**src/rtl/muldiv_pkg.sv**
```systemverilog
// Shared multiply/divide definitions: op and state encodings, iteration count.
// Imported by the decoder and by muldiv.
package muldiv_pkg;

    typedef enum logic [1:0] {
        MD_MULT  = 2'b00,
        MD_MULTU = 2'b01,
        MD_DIV   = 2'b10,
        MD_DIVU  = 2'b11
    } md_op_e;

    typedef enum logic [1:0] {
        S_IDLE = 2'b00,
        S_CALC = 2'b01,
        S_FIX  = 2'b10
    } state_e;

    localparam int unsigned ITERS = 32;

    function automatic logic [31:0] mag(input logic [31:0] v, input logic sgn);
        return sgn ? (32'd0 - v) : v;
    endfunction

endpackage

```
**src/rtl/muldiv.sv**
```systemverilog
// Iterative MULT/MULTU/DIV/DIVU unit holding the architectural HI/LO registers.
// One operation takes 32 shift iterations plus one sign-fix cycle.
module muldiv
    import muldiv_pkg::*;
#(
    parameter int WIDTH = 32
) (
    input  logic             clk,
    input  logic             rst,
    input  logic             start,
    input  logic [1:0]       op,
    input  logic [WIDTH-1:0] a,
    input  logic [WIDTH-1:0] b,
    input  logic             hi_we,
    input  logic             lo_we,
    input  logic [WIDTH-1:0] wdata,
    output logic             busy,
    output logic             done,
    output logic [WIDTH-1:0] hi,
    output logic [WIDTH-1:0] lo
);

    state_e      state, state_nx;
    logic [63:0] acc;
    logic [5:0]  cnt;
    logic [31:0] opnd;
    logic        is_div;
    logic        sign_a, sign_b;

    logic        in_signed, in_div;
    logic [31:0] abs_a, abs_b;
    logic [32:0] mul_sum;
    logic [32:0] rem_sh;
    logic        rem_ge;
    logic [31:0] rem_sub;
    logic [63:0] prod_fix;
    logic [31:0] quo_fix, rem_fix;

    assign in_signed = (op == MD_MULT) || (op == MD_DIV);
    assign in_div    = (op == MD_DIV) || (op == MD_DIVU);
    assign abs_a     = mag(a, in_signed && a[31]);
    assign abs_b     = mag(b, in_signed && b[31]);
    assign busy      = (state != S_IDLE);

    always_ff @(posedge clk) begin
        if (rst) state <= S_IDLE;
        else     state <= state_nx;
    end

    always_comb begin
        state_nx = state;
        unique case (state)
            S_IDLE:  if (start) state_nx = S_CALC;
            S_CALC:  if (cnt == 6'(ITERS - 1)) state_nx = S_FIX;
            S_FIX:   state_nx = S_IDLE;
            default: state_nx = S_IDLE;
        endcase
    end

    // Multiply: add multiplicand into the upper half, then shift right.
    // Divide: the shifted partial remainder needs 33 bits before the trial subtract.
    always_comb begin
        mul_sum  = {1'b0, acc[63:32]} + (acc[0] ? {1'b0, opnd} : 33'd0);
        rem_sh   = acc[63:31];
        rem_ge   = (rem_sh >= {1'b0, opnd});
        rem_sub  = rem_sh[31:0] - opnd;
        prod_fix = (sign_a ^ sign_b) ? (64'd0 - acc) : acc;
        quo_fix  = (sign_a ^ sign_b) ? (32'd0 - acc[31:0]) : acc[31:0];
        rem_fix  = sign_a ? (32'd0 - acc[63:32]) : acc[63:32];
    end

    always_ff @(posedge clk) begin
        if (rst) begin
            acc    <= '0;
            cnt    <= '0;
            opnd   <= '0;
            is_div <= 1'b0;
            sign_a <= 1'b0;
            sign_b <= 1'b0;
            done   <= 1'b0;
            hi     <= '0;
            lo     <= '0;
        end else begin
            done <= 1'b0;
            unique case (state)
                S_IDLE: begin
                    if (hi_we) hi <= wdata;
                    if (lo_we) lo <= wdata;
                    if (start) begin
                        is_div <= in_div;
                        sign_a <= in_signed && a[31];
                        sign_b <= in_signed && b[31];
                        cnt    <= '0;
                        opnd   <= in_div ? abs_b : abs_a;
                        acc    <= {32'd0, in_div ? abs_a : abs_b};
                    end
                end
                S_CALC: begin
                    cnt <= cnt + 6'd1;
                    if (is_div) begin
                        if (rem_ge) acc <= {rem_sub, acc[30:0], 1'b1};
                        else        acc <= {acc[62:0], 1'b0};
                    end else begin
                        acc <= {mul_sum, acc[31:1]};
                    end
                end
                S_FIX: begin
                    done <= 1'b1;
                    if (is_div) begin
                        // A zero divisor leaves the dividend as remainder.
                        hi <= rem_fix;
                        lo <= (opnd == 32'd0) ? 32'hFFFF_FFFF : quo_fix;
                    end else begin
                        hi <= prod_fix[63:32];
                        lo <= prod_fix[31:0];
                    end
                end
                default: ;
            endcase
        end
    end

endmodule

```
**config.mk**
```make
export PLATFORM = sky130hd
export DESIGN_NAME = muldiv
export DESIGN_NICKNAME = d
export VERILOG_FILES = /design/src/rtl/muldiv_pkg.sv /design/src/rtl/muldiv.sv
export SDC_FILE = /design/constraint.sdc
export NUM_CORES = 1
export LEC_CHECK = 0
export BUFFER_PORTS_ARGS = -buffer_cell sky130_fd_sc_hd__buf_4
export CAP_MARGIN = 20
export CORE_MARGIN = 2
export CORE_UTILIZATION = 38
export DETAILED_ROUTE_END_ITERATION = 8
export GPL_TIMING_DRIVEN = 0
export SLEW_MARGIN = 20
export SYNTH_ARGS = -nofsm -noshare
export SYNTH_HDL_FRONTEND = slang
export SYNTH_SLANG_ARGS = --single-unit
```
**constraint.sdc**
```tcl
create_clock -name clk -period 3.33 [get_ports clk]
set_input_delay 0.1665 -clock clk [delete_from_list [all_inputs] [get_ports clk]]
set_output_delay 0.1665 -clock clk [all_outputs]
set_load 0.01 [all_outputs]
```
After elaboration in Yosys (flattened, before gate mapping)

Cells that the tools add are included.

Magnitude comparators: 1
Add/subtract/negate cells: 8
Equal/unequal tests: 9
Reduce and logical (&&, ||, !) cells: 15
Bitwise gates (word level): 1
Muxes and demuxes: 25

Operator list:

| operator              | count |
|---|---|
| $mux 32               | 12 |
| $mux 64               | 4 |
| $pmux 32 s2           | 2 |
| $pmux 64 s2           | 1 |
| $sub 1x32->32 const A | 4 |
| $sub 1x64->64 const A | 1 |
| $add 32x32->33        | 1 |
| $ge 33x32->1          | 1 |
| $logic_not 32->1      | 1 |
| $sub 32x32->32        | 1 |
| $pmux 6 s2            | 1 |
| $reduce_and 2->1      | 5 |
| $ne 2x2->1 const B    | 4 |
| $add 6x1->6 const B   | 1 |
| $eq 2x2->1 const B    | 3 |
| $eq 6x5->1 const B    | 1 |
| $mux 6                | 1 |
| $reduce_bool 2->1     | 3 |
| $logic_not 2->1       | 2 |
| $mux 2                | 2 |
| $pmux 2 s2            | 1 |
| $eq 2x1->1 const B    | 1 |
| $logic_and 1x1->1     | 2 |
| $logic_or 1x1->1      | 2 |
| 2 further kinds       | 2 |

Input bits: 103
Output and inout bits: 66
Logic and storage cells: 69
Bits in registers: 172

Longest topological paths before layout

Depth after elaboration: 7
Mapped depth: 14

Worst setup path after synthesis

Ideal clock, no wire load.

Path kind: reg-to-reg
Start: register acc[0]
End: register acc[62]
Period minus slack after synthesis: 3.106 ns
Path slack: 0.224 ns
Setup time: 0.086 ns
Arrival time: 3.021 ns
Data required time: 3.244 ns
Cell stages (with the launch flop): 15
Path through: dfxtp_1 inv_1 clkbuf_1 nor2_1 ha_1 clkbuf_1 nand2_1 o21ai_0 a22o_1 nor2_1 o41ai_1 a221oi_1 o21bai_1 mux2_2 a211oi_1

Word-level cells in the longest chain between the ends: 4

Ends and longest elaborated chain:

| what                   | RTL line      | source |
|---|---|---|
| from (decl)            | muldiv.sv:24  | `logic [63:0] acc;` |
| from (signal assigned) | muldiv.sv:95  | `acc <= {32'd0, in_div ? abs_a : abs_b};` |
| from (signal assigned) | muldiv.sv:101 | `if (rem_ge) acc <= {rem_sub, acc[30:0], 1'b1};` |
| from (signal assigned) | muldiv.sv:102 | `else acc <= {acc[62:0], 1'b0};` |
| $mux 32                | muldiv.sv:63  | `mul_sum = {1'b0, acc[63:32]} + (acc[0] ? {1'b0, opnd} : 33'd0);` |
| $add 32x32->33         | muldiv.sv:63  |  |
| $mux 64                | muldiv.sv:100 | `if (is_div) begin` |
| $pmux 64 s2            | muldiv.sv:85  | `unique case (state)` |

No other way between the ends.
A chain may end at the register's enable or synchronous reset.

Final worst setup path

Start: register acc[49]
End: register acc[59]

Word-level cells in the longest chain between the ends: 4
Elaborated cells between the ends (all ways): 6

Ends and longest elaborated chain:

| what                                                  | RTL line |
|---|---|
| $sub 32x32->32 / $ge 33x32->1 (equally long branches) | muldiv.sv:66, muldiv.sv:65 |
| $mux 64                                               | muldiv.sv:101 |
| $mux 64 *                                             | muldiv.sv:100 |
| $pmux 64 s2 *                                         | muldiv.sv:85 |

Every way passes the cells marked *; elsewhere a longest branch is shown, timed or not.

==> results.json <==
{
  "synthTopCellsByArea": "dfxtp_1, a21oi_1, nor2_1",
  "final-hold-violation-count": 0,
  "timing.fmax_mhz": 300,
  "design_area_um2": 17500,
  "ir_drop_v": 0.000270,
  "critPathCaptureType": "flop",
  "drv_cap": 0,
  "fin_tns_setup_ns": -0.00331,
  "pwr-share-seq_pct": 35.1,
  "combinationalPowerShare_pct": 34.2,
  "p_total_mw": 6.73,
  "grt_first_pass_wirelength_um": 93300,
  "clock_skew_ns": 0.0176,
  "start_util_pct": 38.7,
  "cts_buffer_depth": 2,
  "cp_max_fo": 10,
  "slowest_delay_ns": 0.62,
  "met3_length_um": 5010,
  "port_buffers": 167,
  "h-tree-depth": 4,
  "r2r-start": "acc[49]",
  "relSlewSlack_pct": 26.9,
  "syn-num-nets": 2150,
  "post_dp_cell_area_um2": 16500,
  "arrival_ns": 3.65,
  "diodes": 0,
  "drtPass1Iterations": 6,
  "swShare_pct": 39.4,
  "grt_pass1_vias": 15200,
  "place_hpwl_um": 50700,
  "worstSetupPathType": "reg2reg",
  "core_um2": 37800,
  "holdPathEnd": "hi[31]",
  "ctsRootBufferMaster": "clkbuf_16",
  "die_area_um2": 40000,
  "syn_inst": 1976,
  "top_layer_used": "met4",
  "syn_area_per_cell_um2": 7.39,
  "wl_per_cell_um": 23.5,
  "wl_met2_um": 27600,
  "grt_overflow": 0,
  "critPathRequiredTime_ns": 3.65,
  "gp_congestion": 0.973,
  "pin_count": 169,
  "rrSetupSlack_ns": -0.003,
  "cts.reportedPaths.clkPinSlew_ns": 0.09,
  "grt_max_degree": 19,
  "path_cells": "ha_1 > a211oi_1 > o21ai_0 > a31o_2 > a211o_1 > o22ai_4 > buf_6 > nor2_2 > a221oi_1 > o21ai_0",
  "synth_top_area_share_pct": 23.6,
  "maxSlewViolCount": 0,
  "setup_ws_ns": -0.00331,
  "ys_ff_latch": 172,
  "synth-edff-count": 0,
  "drtAntennaViolNets": 0,
  "p_int_mw": 4.08,
  "critPathSlowestCell": "dfxtp_1",
  "power_switching_mw": 2.65,
  "synth_top_area_cell": "dfxtp_1",
  "met1Wirelength_um": 28000,
  "cp_top_family": "compound AO/OA/AOI/OAI gates",
  "antenna_found_initial": 0,
  "leakage_nw": 7.04,
  "drcViolationCount": 0,
  "numCtsBuffers": 17,
  "hp-class": "in2reg",
  "cp-start-kind": "flop",
  "power.density_nw_per_um2": 384,
  "row_count": 71,
  "status": "finished, violations left",
  "worst-r2r-cell-count": 10,
  "r2r_end": "acc[59]",
  "worstHoldStart": "wdata[31]",
  "drtIter0Drc": 1394,
  "area_growth_pct": 20.1,
  "drive_above_1_share_pct": 15.0,
  "async_flop_share_pct": 0,
  "ys_warn_count": 0,
  "grt_usage_pct": 31.1,
  "synthDistinctLibCells": 88,
  "nets": 2348,
  "setup_viol": 1,
  "syn-cell-area_um2": 14600,
  "clockPowerShare_pct": 30.7,
  "die_h_um": 200,
  "post-route-period-util_pct": 100,
  "tightest_slew_ns": 1.09,
  "rsz0062_at_grt": "yes",
  "period_minus_slack_ns": 3.33,
  "critPathBufInv": 1,
  "wl_um": 63300,
  "violations": "setup timing",
  "whs_path_depth": 3,
  "clkSinkCount": 172,
  "tritoncts": "done",
  "num_vias": 16200,
  "dominantRegCellSynth": "dfxtp_1",
  "viasPerCell": 6.01,
  "crit_top_cell": "o21ai_0",
  "pre_cts_slack_ns": -1.11,
  "die_w_um": 200,
  "clock_latency_ns": 0.46,
  "ys_seq_area_share_pct": 23.6
}
-- layer usage --
| metal | vias up | global-route usage (%) |
|---|---|---|
| li1 | 7642 | - |
| met1 | 7672 | 42.5 |
| met2 | 768 | 49.1 |
| met3 | 128 | 4.23 |
| met4 | 0 | 13.4 |
| met5 | - | 0 |
-- registers in the layout, indices dropped and copies added, names as in the netlist --
name	cells
cnt	6
sign_b	1
acc	64
done	1
is_div	1
opnd	32
state	2
hi	32
lo	32
sign_a	1
-- cell usage in the layout (no fill, tap or decap), drive strengths merged, types with 7 or more instances in the layout --
cell     synthesis  layout
nand4           14      14
buf             26     213
or3             15      15
a2111oi         11      11
o21bai           9       9
nand2          181     181
a31oi           13      13
nand3           33      33
nand2b          17      17
nor2           235     235
nor3b            7       7
o31ai           25      25
xor2            78      78
mux2i           48      48
a221oi          12      12
a211o           16      16
and3            21      21
a21oi          207     207
xnor2           93      93
o221ai          25      25
nor3            37      37
o21a             8       8
nor4            23      23
ha              69      69
a211oi          67      67
dfxtp          172     172
o21ai          119     119
nor2b           15      15
a311oi           8       8
and2            12      12
o211ai          34      34
o41ai           13      13
inv             62      71
or4             10      10
a22oi           13      13
a21o            38      38
clkbuf         110     119
-- synthesized netlist by cell type (15+ instances only) --
master / number
nand2_1: 181
dfxtp_1: 172
a211o_1: 16
a211oi_1: 66
inv_1: 61
o211ai_1: 34
nor4_1: 19
and3_1: 21
nand2b_1: 17
nor2_1: 234
a21oi_1: 206
o21ai_0: 110
or3_1: 15
ha_1: 69
o221ai_1: 25
xnor2_1: 93
nand3_1: 33
nor3_1: 37
a21o_1: 38
nor2b_1: 15
xor2_1: 78
mux2i_1: 48
o31ai_1: 24
clkbuf_1: 110
-- per-stage QoR --
stage	std cells	hold WS [ns]	util, %
final	2698	0.0446	46.4
after global routing	2698	0.0303	46.4
after CTS	2692	0.0249	45.7
after detailed placement	2654	0.448	43.7
after global placement	2654	0.445	43.7
after floorplan	1976	0.326	-
-- worst register-to-register path: cells and delay by family (launching register included) --
| family | cells | cell delay (ns) |
|---|---|---|
| compound gates | 7 | 1.82 |
| fa+ha+maj | 1 | 0.40 |
| buf+inv | 1 | 0.23 |
| flops | 1 | 0.62 |
| simple gates | 1 | 0.12 |
-- area by class of cell --
type / count / area [µm²]
Buffer: 129 / 548
Clock buffer: 17 / 425
Clock inverter: 15 / 148
Fill cell: 3903 / 20200
Inverter: 63 / 240
Multi-Input combinational cell: 1605 / 10700
Sequential cell: 172 / 3450
Tap cell: 511 / 639
Timing Repair Buffer: 186 / 1400
-- worst max-delay path by stage --
stage                        from  cells past startpoint  slack (ns)       to
final                     acc[49]                     10      -0.003  acc[59]
after CTS                  acc[0]                     14       -0.02  acc[62]
after floorplan            acc[0]                     14        0.22  acc[62]
after global routing       acc[0]                     14       -0.03  acc[62]
after detailed placement   acc[0]                     14       -1.11  acc[62]
after global placement     acc[0]                     14       -1.12  acc[62]
-- timing repair --
action                                  CTS  global route
hold buffers                              0             0
gates cloned                              0             0
buffers inserted                          7            12
endpoints found under the setup margin   47            53
resized for setup                        42            55
pin swaps                                 5            16
-- power by group through the flow --
stage / Clock (mW) / Sequential, mW / Combinational [mW]
floorplan: 0 / 2.37 / 1.41
global placement: 0 / 2.40 / 2.17
detailed placement: 0 / 2.40 / 2.18
CTS: 2.06 / 2.35 / 2.22
global route: 2.14 / 2.37 / 2.49
finish: 2.07 / 2.36 / 2.30
-- logic make-up after synthesis --
logic type / count (synthesis) / share of synthesized area, %
compound gates: 665 / 30.0
simple gates: 645 / 20.9
buf+inv: 199 / 5.34
flops: 172 / 23.6
xor+xnor: 171 / 10.3
fa+ha+maj: 71 / 6.19
mux: 53 / 3.68
(Power assumes the default switching activity.)
